==> src/rtl/instr_encoder.sv <==
// rtl/instr_encoder.sv - encodes symbolic instruction requests into MIPS words and writes them to instruction memory
module instr_encoder #(
    parameter int ADDR_W    = 6,
    parameter int BASE_ADDR = 0
) (
    input  logic              clk,
    input  logic              reset,
    input  logic              start,
    input  logic              in_valid,
    output logic              in_ready,
    input  logic [2:0]        in_kind,
    input  logic [4:0]        in_rs,
    input  logic [4:0]        in_rt,
    input  logic [4:0]        in_rd,
    input  logic [15:0]       in_imm,
    input  logic              in_last,
    output logic              mem_we,
    output logic [ADDR_W-1:0] mem_addr,
    output logic [31:0]       mem_wdata,
    output logic [ADDR_W:0]   count,
    output logic              done,
    output logic              full
);

    typedef enum logic [1:0] {
        S_IDLE = 2'd0,
        S_LOAD = 2'd1,
        S_DONE = 2'd2
    } state_t;

    localparam logic [ADDR_W-1:0] BASE      = ADDR_W'(BASE_ADDR);
    localparam logic [ADDR_W-1:0] LAST_ADDR = '1;

    state_t            state_q, state_d;
    logic [ADDR_W-1:0] ptr_q, ptr_d;
    logic              ready_q, ready_d;
    logic              we_q, we_d;
    logic [ADDR_W-1:0] addr_q, addr_d;
    logic [31:0]       wdata_q, wdata_d;
    logic [ADDR_W:0]   count_q, count_d;
    logic              done_q, done_d;
    logic              full_q, full_d;
    logic [31:0]       word;
    logic              accept;
    logic              at_last;

    // Opcodes and funct codes match what the main decoder recognises.
    always_comb begin
        word = 32'd0;
        case (in_kind)
            3'd0:    word = {6'b000000, in_rs, in_rt, in_rd, 5'b00000, 6'b100000};
            3'd1:    word = {6'b000000, in_rs, in_rt, in_rd, 5'b00000, 6'b100010};
            3'd2:    word = {6'b000000, in_rs, in_rt, in_rd, 5'b00000, 6'b100100};
            3'd3:    word = {6'b000000, in_rs, in_rt, in_rd, 5'b00000, 6'b100101};
            3'd4:    word = {6'b000000, in_rs, in_rt, in_rd, 5'b00000, 6'b101010};
            3'd5:    word = {6'b100011, in_rs, in_rt, in_imm};
            3'd6:    word = {6'b101011, in_rs, in_rt, in_imm};
            default: word = {6'b000100, in_rs, in_rt, in_imm};
        endcase
    end

    assign accept  = in_valid & ready_q;
    assign at_last = (ptr_q == LAST_ADDR);

    always_comb begin
        state_d = state_q;
        ptr_d   = ptr_q;
        we_d    = 1'b0;
        addr_d  = addr_q;
        wdata_d = wdata_q;
        count_d = count_q;
        done_d  = done_q;
        full_d  = full_q;
        case (state_q)
            S_IDLE, S_DONE: begin
                if (start) begin
                    state_d = S_LOAD;
                    ptr_d   = BASE;
                    count_d = '0;
                    done_d  = 1'b0;
                    full_d  = 1'b0;
                end
            end
            S_LOAD: begin
                if (accept) begin
                    we_d    = 1'b1;
                    addr_d  = ptr_q;
                    wdata_d = word;
                    ptr_d   = ptr_q + ADDR_W'(1);
                    count_d = count_q + (ADDR_W+1)'(1);
                    // The pointer must not wrap within a sequence, so the top address ends it.
                    if (in_last || at_last) begin
                        state_d = S_DONE;
                        done_d  = 1'b1;
                        full_d  = at_last;
                    end
                end
            end
            default: state_d = S_IDLE;
        endcase
        ready_d = (state_d == S_LOAD);
    end

    always_ff @(posedge clk) begin
        if (reset) begin
            state_q <= S_IDLE;
            ptr_q   <= BASE;
            ready_q <= 1'b0;
            we_q    <= 1'b0;
            addr_q  <= '0;
            wdata_q <= 32'd0;
            count_q <= '0;
            done_q  <= 1'b0;
            full_q  <= 1'b0;
        end else begin
            state_q <= state_d;
            ptr_q   <= ptr_d;
            ready_q <= ready_d;
            we_q    <= we_d;
            addr_q  <= addr_d;
            wdata_q <= wdata_d;
            count_q <= count_d;
            done_q  <= done_d;
            full_q  <= full_d;
        end
    end

    assign in_ready  = ready_q;
    assign mem_we    = we_q;
    assign mem_addr  = addr_q;
    assign mem_wdata = wdata_q;
    assign count     = count_q;
    assign done      = done_q;
    assign full      = full_q;

endmodule

==> config.mk <==
export PLATFORM = sky130hd
export DESIGN_NAME = instr_encoder
export DESIGN_NICKNAME = d
export VERILOG_FILES = /design/src/rtl/instr_encoder.sv
export SDC_FILE = /design/constraint.sdc
export NUM_CORES = 1
export LEC_CHECK = 0
export CAP_MARGIN = 20
export CORE_MARGIN = 1
export CORE_UTILIZATION = 48
export DETAILED_ROUTE_END_ITERATION = 6
export GPL_ROUTABILITY_DRIVEN = 0
export PLACE_DENSITY = 0.82
export SETUP_SLACK_MARGIN = 0.05
export SYNTH_ARGS = -nofsm -noshare
export SYNTH_HDL_FRONTEND = slang
export SYNTH_SLANG_ARGS = --single-unit
==> constraint.sdc <==
create_clock -name clk -period 3.6 [get_ports clk]
set_clock_uncertainty 0.2 [all_clocks]
set_input_delay 1.08 -clock clk [delete_from_list [all_inputs] [get_ports clk]]
set_output_delay 1.08 -clock clk [all_outputs]
set_load 0.005 [all_outputs]
==> results.md <==
* Final #Nets at 388
* Max incr delay on CP at 610 ps
* Static leakage at 0.00112 µW
* Synthesized instance count at 279
* Syn. warnings at 0
* Vias per cell at 5.35
* FP Rows at 25
* CP Class: input pin to flop
* WP data required at 3640 ps
* Number of global-route vias before repair at 1985
* Synth Register Bits at 54
* Post-synth EDFFs at 0
* Routed vias at 2214
* Worst reg2reg setup slack at 1730 ps
* DRC Markers at 0
* WL final at 5540 µm
* Share of cells above drive strength 1 at 0.0490
* Worst r2r dst: full
* Max Clock Freq at 0.372 GHz
* Post-DRT Antenna Nets at 0
* Total CTS buffers at 5
* CTS Hold Bufs at 0
* First-pass DRT Iterations at 4
* CP max stage cell: or4_1
* Period minus WS final at 2690 ps
* CORE AREA at 4820 µm²
* CP Launch Type: input pin
* PnR Total Power at 1140 µW
* Antenna Cells at 0
* Ys async rst share at 0
* Clock sink total at 54
* Hold path cells at 2
* Clock-pin slew on the worst setup and hold paths at 100 ps
* RSZ-0062 raised after global routing: false
* Port Buf Inserts at 86
* Initial antenna violation count at 0
* Global-route wire length before repair at 9130 µm
* Die height at 73.2 µm
* Peak VDD IR at 0.281 mV
* Status: completed
* Final period util at 0.747
* R2r worst-path depth at 3
* Final Hold Vio Count at 0
* Worst Path Max Fanout at 28
* Crit path arrival time at 2730 ps
* DRT iter0 DRCs at 155
* Post-synth cell types at 38
* Setup Buffers After CTS at 0
* Hold Crit Class: flop to flop
* Worst Setup End Kind: flop
* Top-Level Pins at 88
* H-tree Lvls at 2
* Max Slew Vio Count at 0
* Worst Hold End: mem_wdata[29]
* Setup violation total in the final timing report at 0
* Ys flop type: dfxtp_1
* CTS tree: done
* Syn nets at 320
* CP Buf/Inv Count at 1
* Avg Cell Area, Syn at 8.73 µm²
* Die ar. at 5360 µm²
* Worst-Skew Late Latency at 290 ps
* Worst slew pin tran at 1060 ps
* CTS resizes at 0
* Maximum root-to-sink buffer count at 2
* Max transition margin at 0.292
* Setup TNS at 0 ps
* Worst-path cell chain: clkdlybuf4s50_1 -> nand4b_4 -> or4_1 -> nand3_1
* Post-Syn Area at 2440 µm²
* Pin count of the biggest net entering global routing at 66
* Drt wl/cell at 13.4 µm
* Sequential share of the synthesized area at 0.444
* Root Driver: clkbuf_8
* Grt total ovfl at 0
* Worst Hold Launch: mem_wdata[29]
* Area delta synth->final at 38.0%
* DP HPWL at 3670 µm
* Power per cell area at 339 nW/µm²
* Gr usage total at 0.215
* Die width at 73.2 µm
* Top delay family on crit path: simple AND/OR/NAND/NOR gates
* Crit Reg-Reg Startpoint: state_q[0]
* Max-cap check violation count at 0
* Starting density of the core at 0.506
==> layout make-up <==
type / count / area [µm²]
clock buffers: 5 / 68.8
clock inverters: 2 / 38.8
fillers: 426 / 1460
inverters: 1 / 3.75
multi-input cells: 196 / 1190
flip-flops and latches: 54 / 1080
well taps: 67 / 83.8
repair buffers: 89 / 891
==> Yosys cell counts (3+ instances only) <==
library cell,number,area share
buf_6,3,0.014
nand2_1,48,0.074
nand3b_1,9,0.028
a21oi_1,40,0.082
nor2_1,12,0.018
mux2i_1,14,0.058
nor3_1,3,0.0062
nand3_1,14,0.029
dfxtp_1,54,0.44
a211oi_1,10,0.031
nand4b_1,10,0.036
buf_4,5,0.015
or3b_1,9,0.032
buf_2,9,0.018
clkbuf_1,10,0.015
==> state kept, by name, indices dropped and copies added, names as in the netlist, 2 cells and up <==
| signal | count |
|---|---|
| mem_wdata | 29 |
| count | 7 |
| mem_addr | 6 |
| ptr_q | 6 |
| state_q | 2 |
==> report_power, final <==
| group | switching (µW) | total (µW) | internal (µW) |
|---|---|---|---|
| Clock | 191 | 396 | 205 |
| Sequential | 8.42 | 614 | 606 |
| Combinational | 55.6 | 128 | 72.5 |
| Total | 255 | 1140 | 883 |
==> cell usage in the layout (no fill, tap or decap), types with 2 or more instances in the layout <==
master,n
nand3_1,14
dfxtp_1,54
o21ai_0,2
a21boi_0,2
nor2_1,12
nand4_1,2
nor3_1,3
clkdlybuf4s50_1,85
clkbuf_8,5
nand4b_1,10
nand3b_1,9
a211oi_1,10
mux2i_1,14
nand2_1,48
or3b_1,9
a21oi_1,40
ha_1,2
nand2b_1,2
buf_4,2
o211ai_1,2
==> worst max-delay path by stage <==
stage          startpoint           end  slack [ps]  cells after the start
6_report         in_valid          full         910                      4
5_1_grt          in_valid          full         810                      4
3_3_place_gp     in_valid          full         620                      4
3_5_place_dp     in_valid          full         570                      4
4_1_cts          in_valid          full         890                      4
2_1_floorplan  in_kind[2]  mem_wdata[1]        1390                      3
==> layer usage <==
layer | routed length [µm] | global-route usage | part of all wire | vias to the layer above
met1 | 2480 | 0.288 | 0.45 | 1030
met3 | 290 | 0.0428 | 0.052 | 5
met5 | 0 | 0 | 0 | -
met4 | 39 | 0.0458 | 0.0070 | 0
met2 | 2730 | 0.358 | 0.49 | 66
li1 | - | - | - | 1113
==> metrics by stage <==
stage	utilization	worst slack, ps	cells	hold slack [ps]	instance area [µm²]
6_report	0.698	910	414	254	3360
3_5_place_dp	0.675	571	407	243	3250
3_3_place_gp	0.675	621	407	238	3250
4_1_cts	0.698	891	414	258	3360
2_1_floorplan	-	1390	279	248	2440
5_1_grt	0.698	814	414	282	3360
==> tightest hold or removal path: stages (launching register included) <==
cell,delay [ps]
dfxtp_1,320
nand2_1,50
a21oi_1,50
==> kinds of logic after synthesis <==
group,synth area share
muxes,0.0575
adders and majority gates,0.0103
other,0.00154
AOI/OAI and AO/OA,0.145
and+or+nand+nor,0.272
DFF,0.444
xor gates and xnor gates,0.00360
buffers and inverters,0.0663
(Power assumes the default switching activity.)
